## config.mk

```make
export PLATFORM = sky130hd
export DESIGN_NAME = sha256_msg_padder
export DESIGN_NICKNAME = d
export VERILOG_FILES = /design/src/rtl/sha256_pkg.sv /design/src/rtl/sha256_pad_insert.sv /design/src/rtl/sha256_msg_padder.sv
export SDC_FILE = /design/constraint.sdc
export NUM_CORES = 2
export LEC_CHECK = 0
export BUFFER_PORTS_ARGS = -buffer_cell sky130_fd_sc_hd__buf_2
export CAP_MARGIN = 20
export CORE_MARGIN = 2
export CORE_UTILIZATION = 60
export CTS_CLUSTER_SIZE = 40
export DETAILED_ROUTE_END_ITERATION = 7
export GPL_TIMING_DRIVEN = 0
export PLACE_DENSITY = 0.77
export REMOVE_ABC_BUFFERS = 1
export SYNTH_ARGS = -nofsm -noshare
export SYNTH_HDL_FRONTEND = slang
export SYNTH_HIERARCHICAL = 1
export SYNTH_SLANG_ARGS = --single-unit
```

## constraint.sdc

```tcl
create_clock -name clk -period 50.4 [get_ports clk]
set_input_delay 10.08 -clock clk [delete_from_list [all_inputs] [get_ports clk]]
set_output_delay 10.08 -clock clk [all_outputs]
set_load 0.01 [all_outputs]
```

## src/rtl/sha256_pkg.sv

```systemverilog
// sha256_pkg: shared types and constants for the SHA-256 message padder.
//   state_t    : padder FSM states
//   blk_t      : one 512-bit block as 16 big-endian 32-bit words, word 0 first
//   PAD_BYTE   : end-of-message marker byte
//   BLK_BYTES  : bytes per block
//   LEN_OFFSET : byte position of the 64-bit length field inside a block
package sha256_pkg;

    typedef enum logic [2:0] {IDLE, FILL, PAD, EXTRA, EMIT} state_t;

    typedef logic [0:15][31:0] blk_t;

    localparam logic [7:0] PAD_BYTE   = 8'h80;
    localparam int         BLK_BYTES  = 64;
    localparam int         LEN_OFFSET = 56;

endpackage

```

## src/rtl/sha256_pad_insert.sv

```systemverilog
// sha256_pad_insert: combinational padding of one block.
//   buffer    in  : block holding the message bytes
//   n         in  : number of valid message bytes in buffer (0..64)
//   length    in  : message length in bits, zero-extended to 64 bits
//   marker_en in  : place 0x80 at byte n (ignored when n = 64)
//   padded    out : bytes < n from buffer, optional marker at n, zeros after,
//                   length at bytes 56..63 when the data leaves room (n < 56)
module sha256_pad_insert
    import sha256_pkg::*;
#(
    parameter int LEN_W = 64
) (
    input  blk_t             buffer,
    input  logic [6:0]       n,
    input  logic [LEN_W-1:0] length,
    input  logic             marker_en,
    output blk_t             padded
);

    logic [63:0] len64;
    assign len64 = 64'(length);

    for (genvar k = 0; k < BLK_BYTES; k++) begin : g_byte
        logic [7:0] data_b;
        assign data_b = (7'(k) < n) ? buffer[k/4][31-8*(k%4) -: 8] :
                        ((7'(k) == n) && marker_en) ? PAD_BYTE : 8'h00;
        if (k >= LEN_OFFSET) begin : g_len
            // Length field only fits when the marker lands before byte 56.
            assign padded[k/4][31-8*(k%4) -: 8] =
                (n < 7'(LEN_OFFSET)) ? len64[8*(63-k) +: 8] : data_b;
        end else begin : g_dat
            assign padded[k/4][31-8*(k%4) -: 8] = data_b;
        end
    end

endmodule

```

## src/rtl/sha256_msg_padder.sv

```systemverilog
// sha256_msg_padder: byte-stream to padded 512-bit block converter for SHA-256.
//   clk, reset              : clock, asynchronous active-high reset
//   in_valid/in_byte/in_last/in_ready : message byte stream (in_last marks final byte)
//   blk_valid/blk_data/blk_last/blk_ready : padded block output, word 0 first
//   busy                    : a message is in progress
//   blk_count               : blocks handshaken since reset (SHA256_PAD_BLKCNT_EN only)
// Optional feature macro: SHA256_PAD_BLKCNT_EN.
// Zero-length messages cannot be expressed (in_last needs a byte to ride on).
module sha256_msg_padder
    import sha256_pkg::*;
#(
    parameter int LEN_W     = 64,
    parameter int BLK_CNT_W = 16
) (
    input  logic                 clk,
    input  logic                 reset,
    input  logic                 in_valid,
    input  logic [7:0]           in_byte,
    input  logic                 in_last,
    output logic                 in_ready,
    output logic                 blk_valid,
    output blk_t                 blk_data,
    output logic                 blk_last,
    input  logic                 blk_ready,
`ifdef SHA256_PAD_BLKCNT_EN
    output logic [BLK_CNT_W-1:0] blk_count,
`endif
    output logic                 busy
);

    state_t           state;
    blk_t             buf_q, buf_wr, pad_blk, pad_src;
    logic [6:0]       idx, pad_n, pad_ins_n;
    logic [LEN_W-1:0] len;
    logic             extra_pend;   // a length-only block still has to follow
    logic             extra_mark;   // that block starts with the 0x80 marker
    logic             pad_mark_en;
    logic [4:0]       lane_sh;

    // Buffer with the incoming byte merged at the current index.
    always_comb begin
        buf_wr  = buf_q;
        lane_sh = {~idx[1:0], 3'b000};
        buf_wr[idx[5:2]][lane_sh +: 8] = in_byte;
    end

    // EXTRA pads an empty buffer; PAD pads the collected data.
    assign pad_src     = (state == EXTRA) ? '0 : buf_q;
    assign pad_ins_n   = (state == EXTRA) ? 7'd0 : pad_n;
    assign pad_mark_en = (state == EXTRA) ? extra_mark : 1'b1;

    sha256_pad_insert #(.LEN_W(LEN_W)) u_pad (
        .buffer    (pad_src),
        .n         (pad_ins_n),
        .length    (len),
        .marker_en (pad_mark_en),
        .padded    (pad_blk)
    );

    always_ff @(posedge clk or posedge reset) begin
        if (reset) begin
            state      <= IDLE;
            buf_q      <= '0;
            idx        <= '0;
            pad_n      <= '0;
            len        <= '0;
            extra_pend <= 1'b0;
            extra_mark <= 1'b0;
            in_ready   <= 1'b0;
            blk_valid  <= 1'b0;
            blk_data   <= '0;
            blk_last   <= 1'b0;
            busy       <= 1'b0;
        end else begin
            case (state)
                IDLE: begin
                    state    <= FILL;
                    in_ready <= 1'b1;
                end
                FILL: if (in_valid) begin
                    buf_q <= buf_wr;
                    idx   <= idx + 7'd1;
                    len   <= len + LEN_W'(8);
                    busy  <= 1'b1;
                    if (in_last) begin
                        state    <= PAD;
                        in_ready <= 1'b0;
                        pad_n    <= idx + 7'd1;
                    end else if (idx == 7'(BLK_BYTES - 1)) begin
                        state      <= EMIT;
                        in_ready   <= 1'b0;
                        blk_valid  <= 1'b1;
                        blk_last   <= 1'b0;
                        blk_data   <= buf_wr;
                        extra_pend <= 1'b0;
                    end
                end
                PAD: begin
                    state      <= EMIT;
                    blk_data   <= pad_blk;
                    blk_valid  <= 1'b1;
                    blk_last   <= (pad_n < 7'(LEN_OFFSET));
                    extra_pend <= (pad_n >= 7'(LEN_OFFSET));
                    extra_mark <= (pad_n == 7'(BLK_BYTES));
                end
                EXTRA: begin
                    state      <= EMIT;
                    blk_data   <= pad_blk;
                    blk_valid  <= 1'b1;
                    blk_last   <= 1'b1;
                    extra_pend <= 1'b0;
                end
                EMIT: if (blk_ready) begin
                    blk_valid <= 1'b0;
                    if (extra_pend) begin
                        state <= EXTRA;
                    end else begin
                        state    <= FILL;
                        in_ready <= 1'b1;
                        buf_q    <= '0;
                        idx      <= '0;
                        if (blk_last) begin
                            len  <= '0;
                            busy <= 1'b0;
                        end
                    end
                end
                default: state <= IDLE;
            endcase
        end
    end

`ifdef SHA256_PAD_BLKCNT_EN
    always_ff @(posedge clk or posedge reset) begin
        if (reset)
            blk_count <= '0;
        else if (blk_valid && blk_ready)
            blk_count <= blk_count + 1'b1;
    end
`endif

endmodule

```

After elaboration in Yosys (flattened, before gate mapping):

Cells that the tools add are included.

* add/subtract/negate cells: 3
* order comparisons: 69
* eq/ne operators: 76
* shift operators: 2
* multiplexer cells: 185
* bitwise logic cells: 2
* reductions and logical operators: 81

Operator list (number)
* 512-bit two-way mux: 7
* 512-bit one-hot mux with 2 select lines: 2
* 8-bit two-way mux: 136
* 512-bit bitwise mux: 1
* 64-bit two-way mux: 4
* 6-bit by 7-bit equality test with 1-bit output, first input constant: 32
* 6-bit by 7-bit < comparator with 1-bit output, first input constant: 32
* 32-bit demux with 4-bit select: 1
* 64-bit one-hot mux with 2 select lines: 1
* 5-bit by 7-bit equality test with 1-bit output, first input constant: 16
* 5-bit by 7-bit < comparator with 1-bit output, first input constant: 16
* 1-bit logical AND: 65
* 64-bit by 4-bit adder with 64-bit output, second input constant: 1
* 4-bit by 7-bit equality test with 1-bit output, first input constant: 8
* 4-bit by 7-bit < comparator with 1-bit output, first input constant: 8
* 32-bit two-way mux: 1
* 8-bit by 7-bit variable shift with 32-bit output, first input constant: 1
* 8-bit by 7-bit indexed part select with 32-bit output: 1
* 3-bit by 7-bit equality test with 1-bit output, first input constant: 4
* 3-bit by 7-bit < comparator with 1-bit output, first input constant: 4
* 7-bit two-way mux: 4
* 1-bit two-way mux: 16
* 5-bit AND reduction: 3
* 2-bit by 7-bit equality test with 1-bit output, first input constant: 2
* 31 further kinds: 52

* bits in registers: 1111
* bits of input ports: 13
* output and inout port bits: 516

Longest topological paths before layout:

* word-level depth: 10
* depth in mapped cells: 15

Cells and area by module:

The synthesis kept the hierarchy.

Modules (own cells, without submodules)
* sha256_msg_padder: times used 1, cells each 5714, area each 55473.2 sq um, seq. area each 27726.6 sq um
* sha256_pad_insert: times used 1, cells each 766, area each 5123.7 sq um, seq. area each 0.0 sq um

Worst setup path after synthesis:

No wires, ideal clock.

* path type: input port to flip-flop
* start point: input in_valid
* end point: register blk_data[100] (netlist name)
* data arrival time: 11.432 ns
* slack: 38.849 ns
* stages: 7
* buffers on the path: 3
* cells stage by stage: inv_1 > nor4_1 > a21oi_2 > buf_2 > clkbuf_1 > clkbuf_1 > a21o_1

* cells in the longest elaborated chain, start to end: 2

Ends and longest elaborated chain
* start: declaration: RTL line sha256_msg_padder.sv:17 `input logic in_valid,`
* 2-bit != test (no source line)
* 4-bit AND reduction (no source line)
* end signal: assignment: RTL line sha256_msg_padder.sv:94 `blk_data <= buf_wr;`
* end signal: assignment: RTL line sha256_msg_padder.sv:100 `blk_data <= pad_blk;`
* end signal: assignment: RTL line sha256_msg_padder.sv:108 `blk_data <= pad_blk;`
* end: declaration: RTL line sha256_msg_padder.sv:22 `output blk_t blk_data,`

Every way passes these cells.
A chain may end at the register's enable or synchronous reset.

Final worst setup path:

* start point: input in_valid
* end point: register blk_data[478] (netlist name)

The elaborated chain is that of the path after synthesis.

==> metrics.txt <==
flops & latches, synth between 1000 and 1500; First-pass DRT Iterations 6; critical path startpoint category primary input; clock network power share 27.5%; insertion delay of the later-clocked pin in the worst-skew pair roughly 730 ps; mean area per synthesized cell slightly above 9 um2; Clk pin slew, worst setup/hold paths 60 ps; proportion of power drawn by combinational gates roughly 39%; TritonCTS clock tree done; average via count per standard cell 6.385; leakage power summed over all cells 38.55 nW; capturing element type of the critical path flop; Inst Count DP about 8000; gate count after technology mapping roughly 6500; Synth Area in Compound Gates between 20% and 30%; proportion of synthesized flip-flops having asynchronous set or reset between 90% and 100%; # clock sinks 1108; slew at the pin closest to its max-slew limit around 1200 ps; Min-Delay Path Class reg -> reg; relative max-transition margin 17.82%; Port Buf Inserts about 530; total global-route track usage a little over a third; Switching Power 1.396 mW; cell taking the most area after synthesis dfrtp_1; Layout area overhead 15.56%; commonest cells in the synthesized netlist dfrtp_1 (1108), and2_1 (783), nand2_1 (678), o21ai_0 (587), mux2i_1 (519); Worst R2R Path Depth 12; Crit Path Class in -> reg; Slew Viols, Final 0; Crit path arrival time around 13000 ps; wire length of the first global-routing pass ~300000 um; number of flops mapped to enable cells by yosys 0; largest fanout of any net on the critical path 35; endpoint of the worst hold path blk_data[373]; R2R Path End blk_data[204]; Root Buffer Master clkbuf_16; Switching Share between 40 and 50%; main flop type after synthesis dfrtp_1; Int Power between 2 and 2.5 mW; initial standard-cell utilization of the core about three fifths; GPL Wtd Cong 0.9329; drt drc 0; total of hold buffers inserted after clock tree synthesis 0; final HPWL from detailed placement 127200 um; Core Area 100100 um2; Worst Clk Skew slightly below 40 ps; CTS max path bufs 3; antenna violations before repair 10; portion of the clock cycle consumed by the worst path in the final layout 25.09%; number of maximum-capacitance violations 0; Worst Hold Launch blk_data[373]; Crit Reg-Reg Startpoint state[0]; horizontal die dimension about 320 um; final core area utilization a little over two thirds; Routed wire per std cell between 20 and 25 um; post-synthesis mux area share 8.666%; number of hold-slack violations in the final timing report 0; YS warnings 6; die outline height around 320 um; detailed-route via count ~52000; count of standard-cell rows approximately 120; Min Clock Period, post-route 12640 ps; post-synthesis xor/xnor area fraction 0.07227%; Seq pwr share 33.1%; Setup Viol. Count Final 0; area of the die ~100000 um2; largest family of logic cells by synthesized area compound AO/OA/AOI/OAI gates; VDD IR-drop max around 35 uV; setup fix buffers added after clock tree synthesis 0; Synth Area in Adders 0.1239%; number of gates given a new drive strength after cts 0; Cell Pwr Density between 40 and 50 nW/um2; most used standard cell by instance count after synthesis dfrtp_1; dominant cells by area after synthesis dfrtp_1 (46%), mux2i_1 (8.6%), and2_1 (8.1%); pin count of the biggest net entering global routing 125; Fmax about 0.079 GHz; post-synthesis instance area 60600 um2; fraction of the yosys area taken by sequential cells a little under half; remaining antenna violation count 0; result of the run complete, no violations; remaining global-route overflow 0; number of distinct library cells after synthesis 86; number of standard cells in the final layout excluding fillers between 8000 and 9000; worst hold path stage count 1; Clock H-tree levels 3; required time of the critical path 51040 ps; initial DRC count approximately 5700; Tot Pwr between 3 and 4 mW; unrepaired setup endpoints after global routing no; Top-Level Pins about 530; via count of the first global-routing pass roughly 49000; flop-to-flop setup slack ~45000 ps; top cell type's share of synthesized area a little under half; simple-gate portion of the synthesized area 19.64%; Detailed Route WL between 150000 and 200000 um; net total in the final layout 6725; total clock buffers created by CTS 120; fraction of layout cells with a size suffix above 1 ~14%
## worst max-delay path, cell delays in order
cell,delay [ps]
buf_2,150
inv_1,120
nor4_1,800
a21oi_4,370
buf_16,270
buf_12,170
buf_12,180
buf_16,180
buf_16,180
buf_12,180
buf_16,180
a211oi_1,260
a21o_1,110
## stage by stage
stage                     cell area [um2]  setup slack (ps)  hold WS (ps)  TNS (ps)
after CTS                           69960             37870         473.2         0
after global placement              62520             -4132         452.8  -4372760
after global routing                70020             37700         479.5         0
final                               70030             37760         468.4         0
after floorplan                     58250              9122         463.0         0
after detailed placement            65690             37140         460.3         0
## power by group through the flow
stage | clock (mW) | combinational (mW) | sequential, mW
2_1_floorplan | 0 | 0.980 | 1.21
3_3_place_gp | 0 | 1.70 | 1.17
3_5_place_dp | 0 | 1.35 | 1.17
4_1_cts | 0.967 | 1.35 | 1.15
5_1_grt | 1.00 | 1.45 | 1.17
6_report | 0.958 | 1.37 | 1.15
## layout make-up
class                      instances  area (um2)
multi-input combinational       4773       30590
fill                            7549       30120
sequential                      1108       27730
timing repair buffer             672        5674
clock buffer                     165        3475
tap                             1298        1624
clock inverter                    58       799.5
inverter                          31       123.9
antenna                            4       10.01
## logic make-up (layout without fill, tap and decap cells)
group / count (synthesis) / count (layout)
AO/OA/AOI/OAI: 1905 / 1905
buffers and inverters: 601 / 926
XOR/XNOR: 5 / 5
flip-flops: 1108 / 1108
other: 1 / 7
AND/OR/NAND/NOR: 2330 / 2330
adder cells (fa/ha/maj): 6 / 6
multiplexers: 524 / 524
## worst max-delay path by stage
stage	startpoint	endpoint	depth (start not counted)
final	in_valid	blk_data[478]	13
after global routing	in_valid	blk_data[477]	13
after CTS	in_valid	blk_data[477]	13
after detailed placement	in_valid	blk_data[477]	13
after global placement	reset	blk_data[443]	2
after floorplan	reset	blk_data[0]	1
## state kept, by name (all words and copies together) (netlist names)
| name | cells |
|---|---|
| blk_last | 1 |
| extra_pend | 1 |
| busy | 1 |
| extra_mark | 1 |
| blk_data | 512 |
| len | 61 |
| idx | 7 |
| state | 3 |
| in_ready | 1 |
| buf_q | 512 |
| blk_valid | 1 |
| pad_n | 7 |
## layer usage
layer	part of all wire [%]	global-route usage (%)	wire (um)	up-vias
met3	9.3	7.809	18090	483
met2	45	55.74	87520	2375
met4	5.1	17.68	9805	8
met5	0.028	0	55	-
li1	-	-	-	23290
met1	40	50.08	78440	25620
## cell usage in the layout, fill, tap and decap left out, types with 11 or more instances in the layout
cell,Yosys,routed
o31ai_1,16,16
inv_1,30,29
bufinv_16,0,19
and2_1,783,776
a31oi_1,19,19
nor4_1,16,16
dfrtp_1,1108,1108
nand4_1,38,38
o21ai_1,17,16
a211oi_1,438,438
a32o_1,11,11
a21o_1,447,447
clkbuf_8,0,26
nand2_2,14,14
o211ai_1,26,26
a21oi_1,30,30
clkbuf_16,0,122
clkbuf_1,434,17
buf_6,5,13
nor3_1,16,15
a22o_1,224,224
mux2i_1,519,519
buf_8,0,20
o21ai_0,587,587
a21oi_2,17,16
nand2_1,678,676
a21boi_0,18,18
nor2_1,474,474
clkinv_2,0,30
buf_2,99,528
buf_16,0,60
buf_12,0,44
nor2b_1,151,151
nand3_1,58,57
Power figures use the tool's default switching activity.
